File: config.mk
export PLATFORM = sky130hd
export DESIGN_NAME = uart_peripheral
export DESIGN_NICKNAME = d
export VERILOG_FILES = /design/src/rtl/uart_peripheral.sv
export SDC_FILE = /design/constraint.sdc
export NUM_CORES = 1
export LEC_CHECK = 0
export CAP_MARGIN = 10
export CORE_MARGIN = 10
export CORE_UTILIZATION = 50
export DETAILED_ROUTE_END_ITERATION = 16
export PLACE_DENSITY = 0.87
export SLEW_MARGIN = 20
export SYNTH_ARGS = -nofsm -noshare
export SYNTH_HDL_FRONTEND = slang
export SYNTH_SLANG_ARGS = --single-unit
File: constraint.sdc
create_clock -name clk -period 3.2 [get_ports clk]
set_input_delay 0.64 -clock clk [delete_from_list [all_inputs] [get_ports clk]]
set_output_delay 0.64 -clock clk [all_outputs]
set_load 0.005 [all_outputs]
File: src/rtl/uart_peripheral.sv
// Memory-mapped 8N1 UART responder: one transmitter and one receiver, fully
// independent, sharing a fixed baud set by CLKS_PER_BIT.
module uart_peripheral #(
  parameter int CLKS_PER_BIT = 434
) (
  input  logic        clk,
  input  logic        rst,
  input  logic        tx_send,
  input  logic [31:0] tx_wrdata,
  input  logic        rx_clear,
  input  logic        rx,
  output logic        tx,
  output logic        uart_busy,
  output logic        uart_rx_flag,
  output logic [31:0] uart_rddata
);

  localparam int CNT_W = $clog2(CLKS_PER_BIT);
  localparam logic [CNT_W-1:0] BIT_LAST = CNT_W'(CLKS_PER_BIT - 1);
  localparam logic [CNT_W-1:0] BIT_HALF = CNT_W'(CLKS_PER_BIT / 2);

  typedef enum logic [1:0] {S_IDLE, S_START, S_DATA, S_STOP} state_t;

  state_t           tx_state, rx_state;
  logic [CNT_W-1:0] tx_cnt, rx_cnt;
  logic [2:0]       tx_idx, rx_idx;
  logic [7:0]       tx_shift, rx_shift, rx_byte;
  logic             rx_s1, rx_s2, rx_ferr;

  // Only the low byte of the write data is a character; the rest is don't-care.
  logic unused_wrdata;
  assign unused_wrdata = ^tx_wrdata[31:8];

  assign uart_rddata = {24'h0, rx_byte};

  always_ff @(posedge clk or negedge rst) begin
    if (!rst) begin
      tx_state  <= S_IDLE;
      tx_cnt    <= '0;
      tx_idx    <= '0;
      tx_shift  <= '0;
      tx        <= 1'b1;
      uart_busy <= 1'b0;
    end else begin
      case (tx_state)
        S_IDLE: begin
          if (tx_send) begin
            tx_shift  <= tx_wrdata[7:0];
            tx_cnt    <= '0;
            tx_idx    <= '0;
            tx        <= 1'b0;
            uart_busy <= 1'b1;
            tx_state  <= S_START;
          end
        end
        S_START: begin
          if (tx_cnt == BIT_LAST) begin
            tx_cnt   <= '0;
            tx       <= tx_shift[0];
            tx_shift <= {1'b0, tx_shift[7:1]};
            tx_state <= S_DATA;
          end else begin
            tx_cnt <= tx_cnt + 1'b1;
          end
        end
        S_DATA: begin
          if (tx_cnt == BIT_LAST) begin
            tx_cnt <= '0;
            if (tx_idx == 3'd7) begin
              tx       <= 1'b1;
              tx_state <= S_STOP;
            end else begin
              tx_idx   <= tx_idx + 3'd1;
              tx       <= tx_shift[0];
              tx_shift <= {1'b0, tx_shift[7:1]};
            end
          end else begin
            tx_cnt <= tx_cnt + 1'b1;
          end
        end
        S_STOP: begin
          if (tx_cnt == BIT_LAST) begin
            tx_cnt    <= '0;
            uart_busy <= 1'b0;
            tx_state  <= S_IDLE;
          end else begin
            tx_cnt <= tx_cnt + 1'b1;
          end
        end
        default: tx_state <= S_IDLE;
      endcase
    end
  end

  // Synchronizer idles high so reset never looks like a start bit.
  always_ff @(posedge clk or negedge rst) begin
    if (!rst) begin
      rx_s1 <= 1'b1;
      rx_s2 <= 1'b1;
    end else begin
      rx_s1 <= rx;
      rx_s2 <= rx_s1;
    end
  end

  always_ff @(posedge clk or negedge rst) begin
    if (!rst) begin
      rx_state     <= S_IDLE;
      rx_cnt       <= '0;
      rx_idx       <= '0;
      rx_shift     <= '0;
      rx_byte      <= '0;
      rx_ferr      <= 1'b0;
      uart_rx_flag <= 1'b0;
    end else begin
      // A byte completing in the same cycle overrides this clear below.
      if (rx_clear) uart_rx_flag <= 1'b0;
      case (rx_state)
        S_IDLE: begin
          if (!rx_s2) begin
            rx_cnt   <= '0;
            rx_state <= S_START;
          end
        end
        S_START: begin
          if (rx_cnt == BIT_HALF) begin
            rx_cnt   <= '0;
            rx_idx   <= '0;
            rx_state <= rx_s2 ? S_IDLE : S_DATA;
          end else begin
            rx_cnt <= rx_cnt + 1'b1;
          end
        end
        S_DATA: begin
          if (rx_cnt == BIT_LAST) begin
            rx_cnt   <= '0;
            rx_shift <= {rx_s2, rx_shift[7:1]};
            if (rx_idx == 3'd7) begin
              rx_ferr  <= 1'b0;
              rx_state <= S_STOP;
            end else begin
              rx_idx <= rx_idx + 3'd1;
            end
          end else begin
            rx_cnt <= rx_cnt + 1'b1;
          end
        end
        S_STOP: begin
          if (rx_ferr) begin
            if (rx_s2) begin
              rx_ferr  <= 1'b0;
              rx_state <= S_IDLE;
            end
          end else if (rx_cnt == BIT_LAST) begin
            rx_cnt <= '0;
            if (rx_s2) begin
              rx_byte      <= rx_shift;
              uart_rx_flag <= 1'b1;
              rx_state     <= S_IDLE;
            end else begin
              rx_ferr <= 1'b1;
            end
          end else begin
            rx_cnt <= rx_cnt + 1'b1;
          end
        end
        default: rx_state <= S_IDLE;
      endcase
    end
  end

endmodule
Word level (Yosys, flattened, before mapping)
Cells that the tools add are included.
Widths: inputs -> output; s select.
{"block": "op_classes", "n_addsub": 4, "eq_ne": 24, "mux": 55, "bitwise": 1, "reduce_logical": 19}
{"op": "$mux 9", "n": 6}
{"op": "$pmux 9 s4", "n": 1}
{"op": "$mux 8", "n": 4}
{"op": "$mux 2", "n": 13}
{"op": "$ne 2x2->1 const B", "n": 12}
{"op": "$pmux 8 s3", "n": 1}
{"op": "$add 9x1->9 const B", "n": 2}
{"op": "$eq 9x9->1 const B", "n": 2}
{"op": "$mux 3", "n": 6}
{"op": "$pmux 9 s2", "n": 1}
{"op": "$mux 1", "n": 16}
{"op": "$pmux 2 s4", "n": 2}
{"op": "$reduce_and 4->1", "n": 4}
{"op": "$reduce_and 5->1", "n": 3}
{"op": "$pmux 3 s2", "n": 2}
{"op": "$eq 9x8->1 const B", "n": 1}
{"op": "$eq 2x2->1 const B", "n": 4}
{"op": "$reduce_bool 2->1", "n": 4}
{"op": "$add 3x1->3 const B", "n": 2}
{"op": "$eq 3x3->1 const B", "n": 2}
{"op": "$reduce_and 3->1", "n": 2}
{"op": "$eq 2x1->1 const B", "n": 2}
{"op": "$logic_not 2->1", "n": 2}
{"op": "$pmux 1 s2", "n": 2}
{"op": "6 further kinds", "n": 7}
{"block": "word_totals", "regBits": 58, "out_inout_bits": 35}

Logic depth before layout (Yosys ltp)
{"block": "depth", "depth_word": 5, "depth_mapped": 8, "mapped_depth_nobuf": 6}

Worst setup path after synthesis
Ideal clock, no wire load.
{"block": "synth_path", "kind": "register -> register", "from": "register tx_state[0]", "to": "register tx_shift[0]", "setup_ps": 125, "arrival_ps": 1801, "setup_slack_ps": 1274, "path_stages_with_launch": 8, "path_buffers": 2, "synth_period_minus_slack_ps": 1926, "path_cell_list": "dfrtp_1 inv_1 ha_1 nor2b_1 buf_2 a2111o_1 buf_6 mux2_4"}
{"block": "synth_between", "elab_chain_len": 3, "elab_cells_between_ends": 10, "cone_classes": "eq/ne: 6; mux: 1; reduce/logical: 3"}
{"element": "start, declared", "line_no": "24", "text": "state_t tx_state, rx_state;"}
{"element": "start signal, assigned", "line_no": "38", "text": "tx_state <= S_IDLE;"}
{"element": "start signal, assigned", "line_no": "53", "text": "tx_state <= S_START;"}
{"element": "start signal, assigned", "line_no": "61", "text": "tx_state <= S_DATA;"}
{"element": "$eq 2x2->1, or another cell as far along", "line_no": "45", "text": "case (tx_state)"}
{"element": "$ne 2x2->1 (no source line) / $reduce_bool 3->1 (equally long branches)"}
{"element": "$reduce_and 5->1 (no source line)"}
{"element": "end signal, assigned", "line_no": "48", "text": "tx_shift <= tx_wrdata[7:0];"}
{"element": "end signal, assigned", "line_no": "60", "text": "tx_shift <= {1'b0, tx_shift[7:1]};"}
{"element": "end signal, assigned", "line_no": "75", "text": "tx_shift <= {1'b0, tx_shift[7:1]};"}
{"element": "end, declared", "line_no": "27", "text": "logic [7:0] tx_shift, rx_shift, rx_byte;"}
Several ways; a longest one is shown, not always the timed one.
A chain may end at the register's enable or synchronous reset.

Worst setup path in the final report
{"block": "layout_path", "from": "register tx_state[0]", "to": "register tx_shift[7]"}
The elaborated chain is that of the path after synthesis.

==> metrics.md <==
| Metric | Value |
|---|---|
| Post-Syn Area | `3250 sq um` |
| Largest net degree at the start of global routing | `27` |
| CP Launch Type | `flop` |
| Placed wire-length estimate | `~4500 um` |
| Die Footprint | `10,100 sq um` |
| # nets final | `between 300 and 400` |
| Die Y | `approximately 100 um` |
| DRT iter0 DRCs | `176` |
| Design area | `3740 sq um` |
| Buf/Inv on CP | `1` |
| Congestion Overflow GR | `0` |
| Max Cap Violations | `0` |
| Post-detailed-route count of antenna-violating nets | `0` |
| Total wire length | `approximately 6600 um` |
| Worst R2R Setup Slack | `approximately 0.97 ns` |
| Layout area overhead | `15.2%` |
| Max Slew Vio Count | `0` |
| Via Count | `2,286` |
| Syn avg cell area | `around 11 sq um` |
| PD cells | `524 nW/um^2` |
| Ys flop type | `dfrtp_1` |
| Via density | `5.59` |
| CTS Buffer Depth | `2` |
| YS warnings | `0` |
| Die X | `roughly 100 um` |
| R2R Path Start | `tx_state[0]` |
| Required @ worst endpoint | `~3.4 ns` |
| RR Endpoint | `tx_shift[7]` |
| Tcrit/Tclk final | `0.697` |
| Status | `finished clean` |
| EDFF count, synth | `0` |
| Leakage power | `around 1.7 nW` |
| Critical path peak fanout | `9` |
| Setup crit end kind | `flop` |
| GRT Util Overall | `0.135` |
| Final hold viol count | `0` |
| Final setup skew | `around 0.008 ns` |
| R2R cell count | `6` |
| Yosys reg bits | `58` |
| Worst-Margin Slew | `slightly below 0.8 ns` |
| Setup violations, final | `0` |
| Clock slew at reported path FFs | `around 0.07 ns` |
| Critical path's largest stage delay | `about 0.60 ns` |
| Async SR Flop Fraction | `1.00` |
| DRC errors left | `0` |
| RSZ-0062 raised after global routing | `no` |
| First-pass GRT wire length | `roughly 11,000 um` |
| Post-CTS setup repair buffer count | `0` |
| Relative slew slack | `0.485` |
| Total iterations of the first detailed-routing run | `4` |
| Initial antenna violation count | `0` |
| Sequential share of the synthesized area | `0.448` |
| Clk root buf | `clkbuf_8` |
| Placed cell areas | `approximately 3500 sq um` |
| Core footprint | `~6300 sq um` |
| Initial core utilization | `0.515` |
| Vias in the first global route | `2,346` |
| # IOs | `72` |
| Clock Latency Late Sink | `about 0.34 ns` |
| Commonest non-fill, non-tap cell in the layout | `dfrtp_1` |
| CTS Buf Count | `9` |
| HP Class | `in -> async` |
| Row cnt | `29` |
| Avg WL per Cell | `~16 um` |
| N_diodes | `0` |
| Layout cells sized above 1 | `0.196` |
| Crit path capture | `tx_shift[7]` |
| Max Fclk | `around 450 MHz` |
| RD Place Congestion | `0.842` |
| Worst EP arrival | `between 2 and 2.5 ns` |
| Port bufs | `23` |
| Worst path top cell family by delay | `compound AO/OA/AOI/OAI gates` |
| Clk sink count | `58` |
| Htree depth | `3` |
| CTS-repair resized insts | `0` |
| Mapped Cells | `300` |
| Worst setup path class | `reg -> reg` |
| Final design utilization | `0.593` |
| Crit-path cells | `inv_1 -> ha_1 -> nor2_1 -> a21oi_2 -> a2111o_1 -> mux2_4` |
| Hold buffers post-CTS | `0` |
| Max IR drop VDD | `348 uV` |
| Number of library cell types mapped by synthesis | `50` |
| Most frequent cells in the layout | `55 x dfrtp_1, 25 x mux2_2, 24 x conb_1` |
| CTS tree | `yes` |
| Crit-path slowest cell | `a2111o_1` |
| Final min period | `~2.2 ns` |
| Crit. path cell count | `6` |
| CP startpoint | `tx_state[0]` |
| Fin Setup TNS | `0 ns` |
cell type report:
type / instances / area (sq um)
Sequential cell: 58 / 1460
Clock buffer: 11 / 141
Fill cell: 508 / 2570
Tap cell: 77 / 96.3
Clock inverter: 5 / 150
Timing Repair Buffer: 26 / 248
Multi-Input combinational cell: 212 / 1580
Inverter: 20 / 75.1
worst register-to-register path, delay by kind of cell, from the launching register on:
kind / cells / cell delay (ns)
AO/OA/AOI/OAI: 2 / 0.68
multiplexers: 1 / 0.39
flip-flops: 1 / 0.38
adder cells (fa/ha/maj): 1 / 0.31
AND/OR/NAND/NOR: 1 / 0.25
buffers and inverters: 1 / 0.10
Yosys cell counts (all sizes together), types with 2 or more instances:
cell type	count	area [sq um]
a22o	5	45.0
clkbuf	3	11.3
a22oi	7	52.6
o21bai	3	22.5
mux2i	7	70.1
nand2b	2	12.5
nor2	9	33.8
and3	5	31.3
nor2b	6	37.5
a31oi	3	18.8
nand3	7	35.0
o22ai	2	12.5
o32ai	2	17.5
inv	20	75.1
dfrtp	55	1380
nand2	16	60.1
buf	30	218
nor3	7	35.0
a21oi	12	63.8
o2111ai	2	17.5
o21ai	21	105
ha	13	163
a21o	2	16.3
mux2	33	402
and2	8	50.1
dfstp	3	78.8
metal layers:
metal | vias to the layer above | share of wire | GRT usage
met5 | - | 0 | 0
met4 | 0 | 0.022 | 0.0543
met3 | 15 | 0.053 | 0.0432
met2 | 66 | 0.50 | 0.220
met1 | 1134 | 0.42 | 0.160
li1 | 1071 | - | -
stage by stage:
step / cells / hold WS, ns / setup WS (ns) / power, W
after CTS: 409 / 0.191 / 0.956 / 0.00197
after detailed placement: 393 / 0.349 / 0.849 / 0.000976
after floorplan: 323 / 0.344 / 1.27 / 0.000939
final: 409 / 0.185 / 0.969 / 0.00196
after global placement: 393 / 0.347 / 0.872 / 0.000967
after global routing: 409 / 0.203 / 0.839 / 0.00204
report_power, final:
group | internal (W) | leakage, nW | switching (W)
registers | 0.000773 | 0.740 | 0.0000475
logic | 0.0000742 | 0.853 | 0.0000702
clock network | 0.000697 | 0.144 | 0.000300
total | 0.00154 | 1.74 | 0.000418
sequential cells by signal, summed over array words and instances (netlist names), 2 cells and up, named ones only:
signal	flops
rx_cnt	9
tx_cnt	9
rx_byte	8
rx_shift	8
tx_shift	8
rx_idx	3
tx_idx	3
tx_state	2
cell families (layout without fill, tap and decap cells):
group                    after synthesis  count (layout)  synth area share
other                                  1              24           0.00115
flip-flops                            58              58             0.448
multiplexers                          40              40             0.145
AND/OR/NAND/NOR                       68              68             0.122
AO/OA/AOI/OAI                         65              65             0.135
buffers and inverters                 53              62            0.0936
XOR/XNOR                               2               2           0.00539
adder cells (fa/ha/maj)               13              13            0.0501
how the worst min path moves through the flow:
stage | endpoint | slack, ns | cells after the start
final | rx_cnt[7] | 0.18 | 1
after global routing | rx_cnt[7] | 0.20 | 1
after CTS | rx_cnt[7] | 0.19 | 1
after detailed placement | rx_s2 | 0.35 | 0
after global placement | rx_s2 | 0.35 | 0
after floorplan | asynchronous set/reset pin | 0.34 | 0
No activity file was read; power rests on OpenSTA's default activity.
